**config.mk**
```make
export PLATFORM = sky130hd
export DESIGN_NAME = seed_loader_flat
export DESIGN_NICKNAME = d
export VERILOG_FILES = /design/src/rtl/life_pkg.sv /design/src/rtl/seed_loader_if.sv /design/src/rtl/seed_loader_step_prescaler.sv /design/src/rtl/seed_loader.sv /design/src/flat_wrapper.sv
export SDC_FILE = /design/constraint.sdc
export NUM_CORES = 1
export LEC_CHECK = 0
export BUFFER_PORTS_ARGS = -buffer_cell sky130_fd_sc_hd__buf_2
export CORE_ASPECT_RATIO = 1.1
export CORE_UTILIZATION = 35
export DETAILED_ROUTE_END_ITERATION = 10
export HOLD_SLACK_MARGIN = 0.1
export PLACE_DENSITY = 0.56
export SYNTH_ARGS = -nofsm -noshare
export SYNTH_HDL_FRONTEND = slang
export SYNTH_SLANG_ARGS = --single-unit
```
**constraint.sdc**
```tcl
create_clock -name clk -period 3.15 [get_ports clk]
set_clock_uncertainty 0.2 [all_clocks]
set_input_delay 0.315 -clock clk [delete_from_list [all_inputs] [get_ports clk]]
set_output_delay 0.315 -clock clk [all_outputs]
set_load 0.005 [all_outputs]
```
**src/rtl/life_pkg.sv**
```systemverilog
// Shared types and constants for the Life grid control path.
// Holds the loader state enum, default grid size and a clog2 helper.
package life_pkg;

  typedef enum logic [1:0] {
    IDLE = 2'd0,
    LOAD = 2'd1,
    RUN  = 2'd2
  } state_t;

  localparam int GRID_W_DEF = 16;
  localparam int GRID_H_DEF = 16;

  // Ceiling log2, never less than 1 so counters keep a real bit.
  function automatic int clog2(input int n);
    int r;
    r = 0;
    for (int i = 0; i < 31; i++) begin
      if ((1 << i) < n) r = i + 1;
    end
    return (r < 1) ? 1 : r;
  endfunction

endpackage

```
**src/rtl/seed_loader_if.sv**
```systemverilog
// Seed bit stream from the pattern source into the loader.
// Ports: s_valid/s_data from source, s_ready back from loader.
interface seed_loader_if;

  logic s_valid;
  logic s_data;
  logic s_ready;

  modport master (
    output s_valid,
    output s_data,
    input  s_ready
  );

  modport slave (
    input  s_valid,
    input  s_data,
    output s_ready
  );

endinterface

```
**src/rtl/seed_loader_step_prescaler.sv**
```systemverilog
// Generation-step prescaler: counts 0..DIV-1 while enabled.
// Ports: en_i count, clr_i zero, tick_o high on the last count.
module step_prescaler
  import life_pkg::*;
#(
  parameter int DIV = 4
) (
  input  logic clk,
  input  logic rst,
  input  logic en_i,
  input  logic clr_i,
  output logic tick_o
);

  localparam int PW = clog2(DIV);
  localparam logic [PW-1:0] LAST = PW'(DIV - 1);

  logic [PW-1:0] cnt_q;
  logic [PW-1:0] cnt_d;

  assign tick_o = en_i && (cnt_q == LAST);

  always_comb begin
    cnt_d = cnt_q;
    if (clr_i) begin
      cnt_d = '0;
    end else if (tick_o) begin
      cnt_d = '0;
    end else if (en_i) begin
      cnt_d = cnt_q + 1'b1;
    end
  end

  always_ff @(posedge clk or posedge rst) begin
    if (rst) begin
      cnt_q <= '0;
    end else begin
      cnt_q <= cnt_d;
    end
  end

endmodule

```
**src/rtl/seed_loader.sv**
```systemverilog
// Control master for the Life cell array: serial seed load, then stepping.
// Ports: clk/rst, start, seed stream (src), run/step_req, cell strobes, status.
module seed_loader
  import life_pkg::*;
#(
  parameter int GRID_W   = GRID_W_DEF,
  parameter int GRID_H   = GRID_H_DEF,
  parameter int STEP_DIV = 5000000,
  parameter int GEN_W    = 16
) (
  input  logic             clk,
  input  logic             rst,
  input  logic             start,
  seed_loader_if.slave     src,
  input  logic             run,
  input  logic             step_req,
  output logic             seed_ena,
  output logic             seed_bit,
  output logic             life_step,
  output logic             loaded,
  output logic [GEN_W-1:0] gen_count
);

  localparam int N  = GRID_W * GRID_H;
  localparam int CW = clog2(N);
  localparam logic [CW-1:0] LAST = CW'(N - 1);

  state_t           state_q, state_d;
  logic [CW-1:0]    cnt_q, cnt_d;
  logic             ena_q, ena_d;
  logic             bit_q, bit_d;
  logic             step_q, step_d;
  logic             loaded_q, loaded_d;
  logic [GEN_W-1:0] gen_q, gen_d;

  logic accept;
  logic last;
  logic pre_en;
  logic tick;

  // start wins over a bit offered in the same cycle.
  assign accept = (state_q == LOAD) && src.s_valid && !start;
  assign last   = accept && (cnt_q == LAST);
  assign pre_en = (state_q == RUN) && run && !start;

  assign src.s_ready = (state_q == LOAD);

  step_prescaler #(
    .DIV (STEP_DIV)
  ) u_pre (
    .clk    (clk),
    .rst    (rst),
    .en_i   (pre_en),
    .clr_i  (last),
    .tick_o (tick)
  );

  always_comb begin
    state_d  = state_q;
    cnt_d    = cnt_q;
    ena_d    = 1'b0;
    bit_d    = 1'b0;
    step_d   = 1'b0;
    loaded_d = loaded_q;
    gen_d    = gen_q;
    unique case (state_q)
      IDLE: ;
      LOAD: begin
        if (accept) begin
          ena_d = 1'b1;
          bit_d = src.s_data;
          if (last) begin
            state_d  = RUN;
            loaded_d = 1'b1;
            gen_d    = '0;
            cnt_d    = '0;
          end else begin
            cnt_d = cnt_q + 1'b1;
          end
        end
      end
      RUN: begin
        // step_req only counts while paused.
        if (run ? tick : step_req) begin
          step_d = 1'b1;
          gen_d  = gen_q + 1'b1;
        end
      end
      default: state_d = IDLE;
    endcase
    // Restart drops loaded now, so no new step may be issued.
    if (start) begin
      state_d  = LOAD;
      cnt_d    = '0;
      loaded_d = 1'b0;
      ena_d    = 1'b0;
      bit_d    = 1'b0;
      step_d   = 1'b0;
      gen_d    = gen_q;
    end
  end

  always_ff @(posedge clk or posedge rst) begin
    if (rst) begin
      state_q  <= IDLE;
      cnt_q    <= '0;
      ena_q    <= 1'b0;
      bit_q    <= 1'b0;
      step_q   <= 1'b0;
      loaded_q <= 1'b0;
      gen_q    <= '0;
    end else begin
      state_q  <= state_d;
      cnt_q    <= cnt_d;
      ena_q    <= ena_d;
      bit_q    <= bit_d;
      step_q   <= step_d;
      loaded_q <= loaded_d;
      gen_q    <= gen_d;
    end
  end

  assign seed_ena  = ena_q;
  assign seed_bit  = bit_q;
  assign life_step = step_q;
  assign loaded    = loaded_q;
  assign gen_count = gen_q;

endmodule

```
**src/flat_wrapper.sv**
```systemverilog
// flat-port wrapper written by rule: the top's interface ports become plain ports
module seed_loader_flat import life_pkg::*;
#(
  parameter int GRID_W   = GRID_W_DEF,
  parameter int GRID_H   = GRID_H_DEF,
  parameter int STEP_DIV = 5000000,
  parameter int GEN_W    = 16
)
  (clk, rst, start, run, step_req, seed_ena, seed_bit, life_step, loaded, gen_count, src_s_valid, src_s_data, src_s_ready);
  seed_loader_if src_i ();
  input  logic clk;
  input  logic rst;
  input  logic start;
  input  logic run;
  input  logic step_req;
  output logic seed_ena;
  output logic seed_bit;
  output logic life_step;
  output logic loaded;
  output logic [GEN_W-1:0] gen_count;
  input wire logic [$bits(src_i.s_valid)-1:0] src_s_valid;
  input wire logic [$bits(src_i.s_data)-1:0] src_s_data;
  output wire logic [$bits(src_i.s_ready)-1:0] src_s_ready;
  assign src_i.s_valid = src_s_valid;
  assign src_i.s_data = src_s_data;
  assign src_s_ready = src_i.s_ready;
  seed_loader #(.GRID_W(GRID_W), .GRID_H(GRID_H), .STEP_DIV(STEP_DIV), .GEN_W(GEN_W)) u_core (.clk(clk), .rst(rst), .start(start), .src(src_i), .run(run), .step_req(step_req), .seed_ena(seed_ena), .seed_bit(seed_bit), .life_step(life_step), .loaded(loaded), .gen_count(gen_count));
endmodule
```
* After elaboration in Yosys (flattened, before gate mapping)
Cells that the tools add are included.
W data, S select, Z words.
** Cells by class
- Add/sub/neg operators :: 3
- Eq/ne operators :: 10
- Mux-type cells :: 29
- Bitwise operators :: 1
- Reductions and logical operators :: 18
** Operator list (number)
- $mux W23 :: 3
- $mux W16 :: 3
- $mux W8 :: 4
- $pmux W16 S2 :: 1
- $add A23 B1 Y23 const B :: 1
- $eq A23 B23 Y1 const B :: 1
- $add A16 B1 Y16 const B :: 1
- $mux W1 :: 14
- $add A8 B1 Y8 const B :: 1
- $eq A8 B8 Y1 const B :: 1
- $reduce_bool A2 Y1 :: 4
- $logic_and A1 B1 Y1 :: 6
- $mux W2 :: 3
- $ne A2 B1 Y1 const B :: 3
- $ne A3 B2 Y1 const B :: 2
- $reduce_and A3 Y1 :: 2
- $reduce_and A5 Y1 :: 1
- $pmux W2 S2 :: 1
- $reduce_bool A3 Y1 :: 1
- $eq A2 B1 Y1 const B :: 1
- $eq A2 B2 Y1 const B :: 1
- $logic_not A2 Y1 :: 1
- $ne A2 B2 Y1 const B :: 1
- $reduce_and A2 Y1 :: 1
- 3 further kinds :: 3
** Storage, ports and cells
- Bits in registers :: 53
- Input port bits :: 7
- Output and inout bits :: 21
- Word-level logic and storage cells :: 69

* Depth between registers and ports, before layout
Gate-level depths: netlist of run 1.
- Depth in word-level cells :: 8
- Mapped depth :: 9
- Depth with buffers taken out :: 7

* By module
A second synthesis of run 1 with hierarchy kept.
** Second synthesis, totals
- Cell total of the unflattened synthesis :: 302
- Area, all modules :: 2905.3 µm²
** By module, submodules not included
- seed_loader :: instances 1, cells each 164, area each 1579.0 µm², sequential area each 750.7 µm²
- step_prescaler :: instances 1, cells each 138, area each 1326.3 µm², sequential area each 575.6 µm²

* Least setup slack after synthesis of run 1
OpenSTA, ideal clock, no wires.
- Kind :: register to register
- Start point :: register u_core.u_pre.cnt_q[0]
- End point :: register u_core.gen_q[6], in the netlist u_core.gen_count[6]
- Setup time :: 0.121 ns
- Data arrival time :: 2.129 ns
- Data required time :: 2.829 ns
- Path slack :: 0.700 ns
- Cell stages (with the launch flop) :: 10
- Buffers on the path :: 3
- Period minus slack after synthesis :: 2.450 ns
- Cell sequence :: dfrtp_1 > ha_1 > and4_1 > clkbuf_1 > nand2_1 > or4_1 > buf_2 > buf_6 > o2bb2ai_1 > a22o_1
** On the way
- Word-level cells in the longest chain between the ends :: 5
** Ends and longest elaborated chain
- start: declaration :: line seed_loader_step_prescaler.sv:18 : logic [PW-1:0] cnt_q;
- start signal: assignment :: line seed_loader_step_prescaler.sv:38 : cnt_q <= cnt_d;
- $eq A23 B23 Y1 :: line seed_loader_step_prescaler.sv:21 : assign tick_o = en_i && (cnt_q == LAST);
- $logic_and A1 B1 Y1 :: line seed_loader_step_prescaler.sv:21
- $mux W1 :: line seed_loader.sv:84 : if (run ? tick : step_req) begin
- $ne A2 B2 Y1 (no line)
- $reduce_and A5 Y1 (no line)
- end signal: assignment :: line seed_loader.sv:119 : gen_q <= gen_d;
- end: declaration :: line seed_loader.sv:34 : logic [GEN_W-1:0] gen_q, gen_d;
Every way passes these cells.
A chain may end at the register's enable or synchronous reset.

* Worst setup path in the final report of run 1
- Start point :: input port start
- End point :: register u_core.gen_q[4], in the netlist u_core.gen_count[4]
** On the way
- Word-level cells in the longest chain between the ends :: 6
- Elaborated cells between the ends (all ways) :: 11
- Classes of those cells :: eq/ne: 3; mux: 1; bitwise: 1; reduce/logical: 6
** Ends and longest elaborated chain
- start: declaration :: line flat_wrapper.sv:13 : input logic start;
- $logic_not A1 Y1 :: line seed_loader.sv:42, seed_loader.sv:44
- $logic_and A1 B1 Y1 :: line seed_loader.sv:44 : assign pre_en = (state_q == RUN) && run && !start;
- $logic_and A1 B1 Y1 :: line seed_loader_step_prescaler.sv:21
- $mux W1 :: line seed_loader.sv:84
- $ne A2 B2 Y1 (no line)
- $reduce_and A5 Y1 (no line) (*)
Every way passes the cells marked *; elsewhere a longest branch is shown, timed or not.

==> flow_summary.json, run 1 <==
{
  "placementRows": 34,
  "p_int_uw": 961,
  "ys_seq_elements": 53,
  "cap_violations": 0,
  "status": "finished clean",
  "crit_fanout": 15,
  "grt_max_degree": 54,
  "max_slew_margin_pct": 10.8,
  "ant_nets": 0,
  "post_synth_num_cell_types": 47,
  "yosys-mux-area-fraction_pct": 1.76,
  "routed.top_layer": "met4",
  "wl_met2_um": 3260,
  "synthFlopType": "dfrtp_1",
  "synthSimpleGateAreaFrac_pct": 24.9,
  "fp.dieH_um": 97.8,
  "synth_area_leaders": "dfrtp_1, xor2_1, nor2_1, nand2_1, nand3_1",
  "die_area_mm2": 0.00871,
  "drc": 0,
  "worst_hold_slack_ns": 0.303,
  "synth_edf_count": 0,
  "r2r_start": "u_core.state_q[0]$_DFFE_PP0P_",
  "drt-met1-wl_um": 3290,
  "port_buffers": 27,
  "slew_violations": 0,
  "fmax_mhz": 360,
  "grt_use_total_pct": 17.3,
  "grt_overflow_total": 0,
  "endpoint_kind": "flip-flop",
  "regToRegEndpoint": "u_core.gen_count[3]$_DFFE_PP0P_",
  "tns_ns": 0,
  "cts_tree": "yes",
  "yosysTopAreaCell": "dfrtp_1",
  "worstHoldPathType": "flip-flop to flip-flop",
  "nets": 354,
  "reg2regPathDepth": 5,
  "synth_common_cells": "dfrtp_1, nor2_1, nand2_1",
  "hold-path-endpoint": "u_core.loaded$_DFFE_PP0P_",
  "swShare_pct": 21.4,
  "comb_power_share_pct": 3.7,
  "grt_pass1_wl_um": 11900,
  "fin_crit_sh_pct": 88.3,
  "synth_top_family_by_area": "simple AND/OR/NAND/NOR gates",
  "area_growth_pct": 13.9,
  "timing.final.hold_violations": 0,
  "yosysTopAreaCellShare_pct": 45.4,
  "io-pin-count": 28,
  "hold_start": "u_core.loaded$_DFFE_PP0P_",
  "diodes": 0,
  "cts-resized-gates": 0,
  "synth-xor-area-share_pct": 6.30,
  "first_pass_iters": 6,
  "final_layout_size_suffix_gt1_share_pct": 12.8,
  "dr_wl_met3_um": 225,
  "power_density_mw_per_mm2": 367,
  "dp.final_hpwl_um": 4660,
  "setup_viol": 0,
  "cts_sinks": 53,
  "drt_wl_total_um": 6880,
  "dr_total_vias": 2474,
  "syn_inst": 313,
  "min_path_cells": 1,
  "place_inst": 440,
  "yosysWarnings": 0,
  "p_switching_uw": 261,
  "cts_inserted_buffers": 5,
  "leakagePower_nw": 1.50,
  "crit_arrival_ns": 2.78,
  "core_mm2": 0.00800,
  "initial_utilization_pct": 36.5,
  "clk_latency_ns": 0.31,
  "ir_worst_vdd_uv": 182,
  "wire_per_inst_um": 15.2,
  "min_period_ns": 2.78,
  "clk_pin_slew_ns": 0.10,
  "synth_area_per_cell_um2": 9.33,
  "layout.cells.non_filler": 453,
  "multi_input_area_mm2": 0.00148,
  "fillCellCount": 844,
  "synth-async-reset-ratio_pct": 100,
  "worst_pin_slew_ns": 1.33,
  "reg2reg_slack_ns": 0.38,
  "power.total_mw": 1.22,
  "die_w_um": 89.1,
  "seq_power_share_pct": 56.4,
  "rsz0062_at_grt": "false",
  "critPathLaunchType": "primary input",
  "cts.path.max_buffers": 2,
  "seq_area_frac_synth_pct": 45.4,
  "power.share.clock_pct": 39.9,
  "antenna_found_initial": 0,
  "grt_pass1_vias": 2459,
  "cp.required_ns": 3.15,
  "synth_compound_area_share_pct": 16.3,
  "path_class": "primary input to flip-flop",
  "syn-cell-area_mm2": 0.00292,
  "first_iter_violations": 101,
  "synthAdderAreaFrac_pct": 1.29,
  "syn_nets": 323,
  "cts-root-buf": "clkbuf_8",
  "ff_latch_area_mm2": 0.00133,
  "vias_per_cell": 5.46,
  "synth_most_common_cell": "dfrtp_1",
  "htreeDepth": 2,
  "place_congestion": 0.765
}
## cell type report
| cell class | count | share of cell area, % |
|---|---|---|
| clock buffers | 7 | 2.60 |
| clock inverters | 1 | 0.903 |
| inverters | 11 | 1.24 |
| multi-input cells | 235 | 44.4 |
| flip-flops and latches | 53 | 39.9 |
| well taps | 108 | 4.06 |
| repair buffers | 38 | 6.92 |
## per-layer routing
| layer | global-route usage (%) | vias to the layer above |
|---|---|---|
| met5 | 0 | - |
| met4 | 4.64 | 0 |
| met3 | 3.30 | 10 |
| met2 | 28.0 | 45 |
| met1 | 23.8 | 1202 |
| li1 | - | 1217 |
## flip-flops by register name, summed over array words and instances, names as in the netlist
register	count
u_core.gen_count	16
u_core.state_q	2
u_core.seed_bit	1
u_core.life_step	1
u_core.seed_ena	1
u_core.cnt_q	8
u_core.loaded	1
u_core.u_pre.cnt_q	23
## critical path: stages
cell and delay (ns):
dlygate4sd3_1 0.53, buf_2 0.19, and4bb_1 0.32, nand4_1 0.08, or4_1 0.81, a22o_1 0.32
a22o_1 0.23
## how the worst max path moves through the flow
stage                                 startpoint                              end  slack [ns]  cells after the start
2_1_floorplan  u_core.u_pre.cnt_q[0]$_DFFE_PP0P_  u_core.gen_count[6]$_DFFE_PP0P_        0.70                      9
3_3_place_gp       u_core.state_q[0]$_DFFE_PP0P_  u_core.gen_count[3]$_DFFE_PP0P_        0.48                      5
3_5_place_dp       u_core.state_q[0]$_DFFE_PP0P_  u_core.gen_count[3]$_DFFE_PP0P_        0.42                      5
4_1_cts                                    start  u_core.gen_count[4]$_DFFE_PP0P_        0.39                      7
5_1_grt                                    start  u_core.gen_count[0]$_DFFE_PP0P_        0.14                      9
6_report                                   start  u_core.gen_count[4]$_DFFE_PP0P_        0.37                      7
## repair_timing
item                                   CTS  global route
endpoints found under the hold margin   57             0
setup buffers                            0             0
hold buffers                             5             0
## power by group through the flow
stage                     logic [mW]  registers [mW]  clock network (mW)
final                         0.0447           0.690               0.488
after global routing          0.0527           0.691               0.531
after CTS                     0.0466           0.690               0.505
after detailed placement      0.0418           0.703                   0
after global placement        0.0408           0.703                   0
after floorplan               0.0246           0.703                   0
## stage by stage
step,area [µm²],worst slack (ns),util [%]
after floorplan,2920,0.700,-
after global placement,3160,0.479,39.5
after detailed placement,3160,0.420,39.5
after CTS,3330,0.386,41.6
after global routing,3330,0.139,41.6
final,3330,0.370,41.6
## kinds of logic (layout without fill, tap and decap cells)
kind of cell	after synthesis	after routing
buffers and inverters	25	57
XOR/XNOR	21	21
multiplexers	5	5
AND/OR/NAND/NOR	138	138
adder cells (fa/ha/maj)	3	3
AO/OA/AOI/OAI	68	68
flip-flops	53	53
## layout by cell type (no fill, tap or decap), types with 4 or more instances in the layout
cell | netlist | final
a21oi_1 | 18 | 18
a22o_1 | 10 | 10
and3_1 | 10 | 10
and4_1 | 5 | 5
buf_2 | 3 | 27
buf_4 | 1 | 6
clkbuf_8 | 0 | 6
dfrtp_1 | 53 | 53
dlygate4sd3_1 | 0 | 5
inv_1 | 10 | 9
mux2i_1 | 4 | 4
nand2_1 | 28 | 28
nand3_1 | 19 | 19
nand4_1 | 9 | 9
nor2_1 | 30 | 30
nor3_1 | 5 | 5
nor4_1 | 9 | 9
o2111ai_1 | 8 | 8
o21ai_0 | 8 | 8
o2bb2ai_1 | 6 | 6
or3_1 | 6 | 6
xor2_1 | 18 | 18
No activity file was read; power rests on OpenSTA's default activity.
==> run 2: changes to the inputs <==
- clock period: 3.15 -> 3 ns (I/O delays scaled with it)
==> flow_summary.json, run 2 (same netlist as run 1, synthesis figures left out) <==
{
  "routed.top_layer": "met4",
  "startpoint": "start",
  "stdcell_area_mm2": 0.00334,
  "diodes": 0,
  "vias_per_cell": 5.50,
  "drt_wl_total_um": 7150,
  "largest_register_ffs": 23,
  "ant_nets": 0,
  "cts.path.max_buffers": 2,
  "max_slew_margin_pct": 47.3,
  "die_area_mm2": 0.00871,
  "final_util_pct": 41.8,
  "port_buffers": 27,
  "cts_sinks": 53,
  "path_class": "primary input to flip-flop",
  "io-pin-count": 28,
  "worst_pin_slew_ns": 0.788,
  "grt_overflow_total": 0,
  "first_pass_iters": 4,
  "cts_inserted_buffers": 5,
  "tns_ns": 0,
  "antenna_found_initial": 0,
  "reg2reg_slack_ns": 0.43,
  "critical_path.cell_chain": "dlygate4sd3_1 > buf_2 > and4bb_1 > nand4_1 > or4_1 > a22o_1 > a22o_1",
  "regToRegEndpoint": "u_core.gen_count[4]$_DFFE_PP0P_",
  "core_mm2": 0.00800,
  "crit_buf_inv": 2,
  "power.total_mw": 1.21,
  "drc": 0,
  "placed_cell_area_mm2": 0.00320,
  "layout_common_cells": "dfrtp_1, nor2_1, nand2_1, buf_2, nand3_1",
  "endpoint": "u_core.gen_count[4]$_DFFE_PP0P_",
  "wl_met2_um": 3310,
  "clk_pin_slew_ns": 0.10,
  "slew_violations": 0,
  "dp.final_hpwl_um": 5010,
  "status": "finished clean",
  "cts_tree": "yes",
  "reg2regPathDepth": 6,
  "largest_register": "u_core.u_pre.cnt_q",
  "crit_fanout": 15,
  "first_iter_violations": 109,
  "grt_max_degree": 28,
  "critPathLaunchType": "primary input",
  "wire_per_inst_um": 15.6,
  "nets": 358,
  "fp.dieH_um": 97.8,
  "rsz0062_at_grt": "false",
  "r2r_start": "u_core.u_pre.cnt_q[0]$_DFFE_PP0P_",
  "placementRows": 34,
  "area_growth_pct": 14.4,
  "min_period_ns": 2.77,
  "grt_pass1_vias": 2407,
  "power_density_mw_per_mm2": 363,
  "timing.final.hold_violations": 0,
  "grt_use_total_pct": 17.5,
  "cts-root-buf": "clkbuf_8",
  "cpMostUsedCell": "a22o_1",
  "drt-met1-wl_um": 3510,
  "cp_slowest_cell": "or4_1",
  "critical_path.max_stage_delay_ns": 0.82,
  "cp.required_ns": 3.01,
  "dr_total_vias": 2514,
  "setup_viol": 0,
  "crit_family": "simple AND/OR/NAND/NOR gates",
  "cap_violations": 0,
  "fin_crit_sh_pct": 92.3,
  "place_congestion": 0.823,
  "grt_pass1_wl_um": 12000,
  "final_common_cell": "dfrtp_1",
  "leakagePower_nw": 1.52,
  "crit_arrival_ns": 2.78,
  "endpoint_kind": "flip-flop",
  "die_w_um": 89.1,
  "clk_latency_ns": 0.31,
  "worstHoldPathType": "primary input to async pin",
  "final_layout_size_suffix_gt1_share_pct": 14.6,
  "crit_cells": 7,
  "dr_wl_met3_um": 269,
  "ir_worst_vdd_uv": 156,
  "fmax_mhz": 361,
  "cts_setup_buffers": 0,
  "htreeDepth": 2,
  "initial_utilization_pct": 36.5
}
[run 2: worst min-delay path, stage by stage]
cell	delay, ns
dlygate4sd3_1	0.53
buf_2	0.12
inv_2	0.20
[run 2: how the worst min path moves through the flow]
stage	cells past startpoint	startpoint	slack [ns]	endpoint
floorplan	1	src_s_data	0.23	u_core.seed_bit$_DFF_PP0_
global placement	2	rst	0.05	u_core.gen_count[0]$_DFFE_PP0P_
detailed placement	2	rst	0.05	u_core.gen_count[1]$_DFFE_PP0P_
CTS	4	step_req	0.24	u_core.gen_count[13]$_DFFE_PP0P_
global route	3	rst	0.27	u_core.gen_count[4]$_DFFE_PP0P_
finish	3	rst	0.25	u_core.gen_count[8]$_DFFE_PP0P_
[run 2: where the power goes]
group / internal [mW] / leakage [nW] / total [mW] / switching (mW)
registers: 0.719 / 0.717 / 0.724 / 0.00473
clock network: 0.188 / 0.0512 / 0.439 / 0.251
logic: 0.0177 / 0.747 / 0.0480 / 0.0303
[run 2: metal layers]
layer | track usage (%) | up-vias
met5 | 0 | -
met1 | 25.3 | 1218
li1 | - | 1230
met2 | 27.5 | 60
met3 | 2.62 | 6
met4 | 4.52 | 0
[run 2: area by class of cell]
type / count / area, µm²
flip-flops and latches: 53 / 1330
clock inverters: 2 / 13.8
repair buffers: 42 / 258
fillers: 841 / 4660
well taps: 108 / 135
inverters: 11 / 41.3
clock buffers: 6 / 82.6
multi-input cells: 235 / 1480
[run 2: what timing repair did]
item	in CTS	in global routing
hold endpoints to repair	33	0
hold buffers	4	0
resized for setup	0	0
[run 2: stage by stage]
step           setup WS, ns  hold slack [ns]  std cells
5_1_grt               0.117            0.271        457
6_report              0.231            0.251        457
3_5_place_dp          0.281           0.0518        445
3_3_place_gp          0.262           0.0520        445
4_1_cts               0.255            0.244        457
2_1_floorplan         0.550            0.229        313
==> run 3: changes to the inputs <==
- PLACE_DENSITY: 0.56 -> 0.58
- RECOVER_POWER: unset -> 25
==> flow_summary.json, run 3 (same netlist as run 1, synthesis figures left out) <==
{
  "worst_slack_ns": 0.280,
  "area_growth_pct": 13.8,
  "die_area_mm2": 0.00871,
  "worstHoldPathType": "flip-flop to flip-flop",
  "comb_power_share_pct": 3.6,
  "path_class": "primary input to flip-flop",
  "r2r_start": "u_core.u_pre.cnt_q[0]$_DFFE_PP0P_",
  "antenna_found_initial": 0,
  "largest_register_ffs": 23,
  "critical_path.cell_chain": "dlygate4sd3_1 > buf_2 > and4bb_1 > buf_4 > nand4_1 > o2bb2ai_1 > nand2_1 > clkinv_1 > mux2_2",
  "crit_arrival_ns": 2.78,
  "port_buffers": 27,
  "grt_overflow_total": 0,
  "crit_family": "buffers and inverters",
  "dr_wl_met3_um": 260,
  "routed.top_layer": "met4",
  "cts_setup_buffers": 0,
  "final_layout_size_suffix_gt1_share_pct": 10.7,
  "grt_use_total_pct": 17.2,
  "crit_cells": 9,
  "crit_fanout": 17,
  "io-pin-count": 28,
  "placed_cell_area_mm2": 0.00318,
  "p_int_uw": 986,
  "drt_wl_total_um": 6920,
  "drt-met1-wl_um": 3360,
  "fp.dieH_um": 97.8,
  "fin_crit_sh_pct": 90.7,
  "status": "finished clean",
  "endpoint": "u_core.gen_count[0]$_DFFE_PP0P_",
  "die_w_um": 89.1,
  "first_iter_violations": 119,
  "htreeDepth": 2,
  "power_density_mw_per_mm2": 380,
  "place_congestion": 0.778,
  "swShare_pct": 22.0,
  "stdcell_area_mm2": 0.00332,
  "regToRegEndpoint": "u_core.gen_count[4]$_DFFE_PP0P_",
  "wl_met2_um": 3220,
  "dp.final_hpwl_um": 4870,
  "worst_hold_slack_ns": 0.325,
  "crit_buf_inv": 4,
  "ant_nets": 0,
  "multi_input_area_mm2": 0.00148,
  "wire_per_inst_um": 15.2,
  "initial_utilization_pct": 36.5,
  "cts_inserted_buffers": 5,
  "vias_per_cell": 5.48,
  "timing.final.hold_violations": 0,
  "critical_path.max_stage_delay_ns": 0.53,
  "drc": 0,
  "clk_pin_slew_ns": 0.10,
  "ir_worst_vdd_uv": 158,
  "grt_pass1_wl_um": 11700,
  "placementRows": 34,
  "cts_tree": "yes",
  "max_slew_margin_pct": 52.5,
  "fillCellCount": 829,
  "pre_cts_ws_ns": 0.467,
  "final_common_cell": "dfrtp_1",
  "min_period_ns": 2.72,
  "power.share.clock_pct": 39.1,
  "cts-root-buf": "clkbuf_8",
  "slew_violations": 0,
  "seq_power_share_pct": 57.3,
  "critPathLaunchType": "primary input",
  "grt_pass1_vias": 2381,
  "ff_latch_area_mm2": 0.00133,
  "setup_viol": 0,
  "cts_sinks": 53,
  "nets": 356,
  "first_pass_iters": 4,
  "grt_max_degree": 37,
  "dr_total_vias": 2495,
  "startpoint": "start",
  "tns_ns": 0,
  "power.total_mw": 1.26,
  "cp.required_ns": 3.06,
  "reg2reg_slack_ns": 0.47,
  "reg2regPathDepth": 6,
  "leakagePower_nw": 1.48,
  "cap_violations": 0,
  "clk_latency_ns": 0.31,
  "core_mm2": 0.00800,
  "cp_slowest_cell": "dlygate4sd3_1",
  "fmax_mhz": 368,
  "largest_register": "u_core.u_pre.cnt_q",
  "min_path_cells": 1,
  "endpoint_kind": "flip-flop",
  "p_switching_uw": 278,
  "worst_pin_slew_ns": 0.706,
  "cts.path.max_buffers": 2,
  "rsz0062_at_grt": "false",
  "layout_common_cells": "dfrtp_1, nor2_1, nand2_1, nand3_1, buf_2",
  "diodes": 0
}
-- run 3: changes by cell type in the layout (fill, tap and decap cells not counted), sizes merged --
cell	before	now
buf	38	28
clkbuf	6	14
bufinv	0	1
clkinv	3	2
-- run 3: power by group through the flow --
stage	clock network, mW	registers, mW	logic, mW
2_1_floorplan	0	0.738	0.0259
3_3_place_gp	0	0.738	0.0431
3_5_place_dp	0	0.738	0.0439
4_1_cts	0.514	0.724	0.0479
5_1_grt	0.542	0.725	0.0530
6_report	0.494	0.724	0.0456
-- run 3: final cells by class --
cell class / instances / area share (%)
Clock buffer: 6 / 2.18
Clock inverter: 2 / 1.17
Inverter: 11 / 1.24
Multi-Input combinational cell: 235 / 44.4
Sequential cell: 53 / 39.9
Tap cell: 108 / 4.07
Timing Repair Buffer: 40 / 7.00
-- run 3: how the worst min path moves through the flow --
stage                              startpoint                                to  slack, ns
detailed placement                        rst        u_core.life_step$_DFF_PP0_       0.11
finish              u_core.loaded$_DFFE_PP0P_         u_core.loaded$_DFFE_PP0P_       0.33
global route        u_core.loaded$_DFFE_PP0P_         u_core.loaded$_DFFE_PP0P_       0.35
global placement                          rst        u_core.life_step$_DFF_PP0_       0.11
CTS                                       rst  u_core.gen_count[11]$_DFFE_PP0P_       0.31
floorplan                          src_s_data         u_core.seed_bit$_DFF_PP0_       0.23
-- run 3: what timing repair did --
action / 4_1_cts / 5_1_grt
hold buffers: 4 / 0
hold endpoints to repair: 24 / 0
gates resized for setup: 0 / 0
-- run 3: worst reg2reg max path: cells and delay by family (launching register included) --
family / cells / cell delay, ns
compound gates: 2 / 0.53
fa+ha+maj: 1 / 0.22
flops: 1 / 0.42
simple gates: 3 / 1.07
-- run 3: per-stage QoR --
| step | cells | utilization [%] |
|---|---|---|
| 2_1_floorplan | 313 | - |
| 3_3_place_gp | 443 | 39.8 |
| 3_5_place_dp | 443 | 39.8 |
| 4_1_cts | 455 | 41.7 |
| 5_1_grt | 455 | 41.6 |
| 6_report | 455 | 41.6 |
-- run 3: routing by layer --
layer | GRT usage (%) | up-vias
met3 | 3.04 | 6
met1 | 24.0 | 1204
met5 | 0 | -
li1 | - | 1222
met2 | 26.9 | 63
met4 | 5.49 | 0
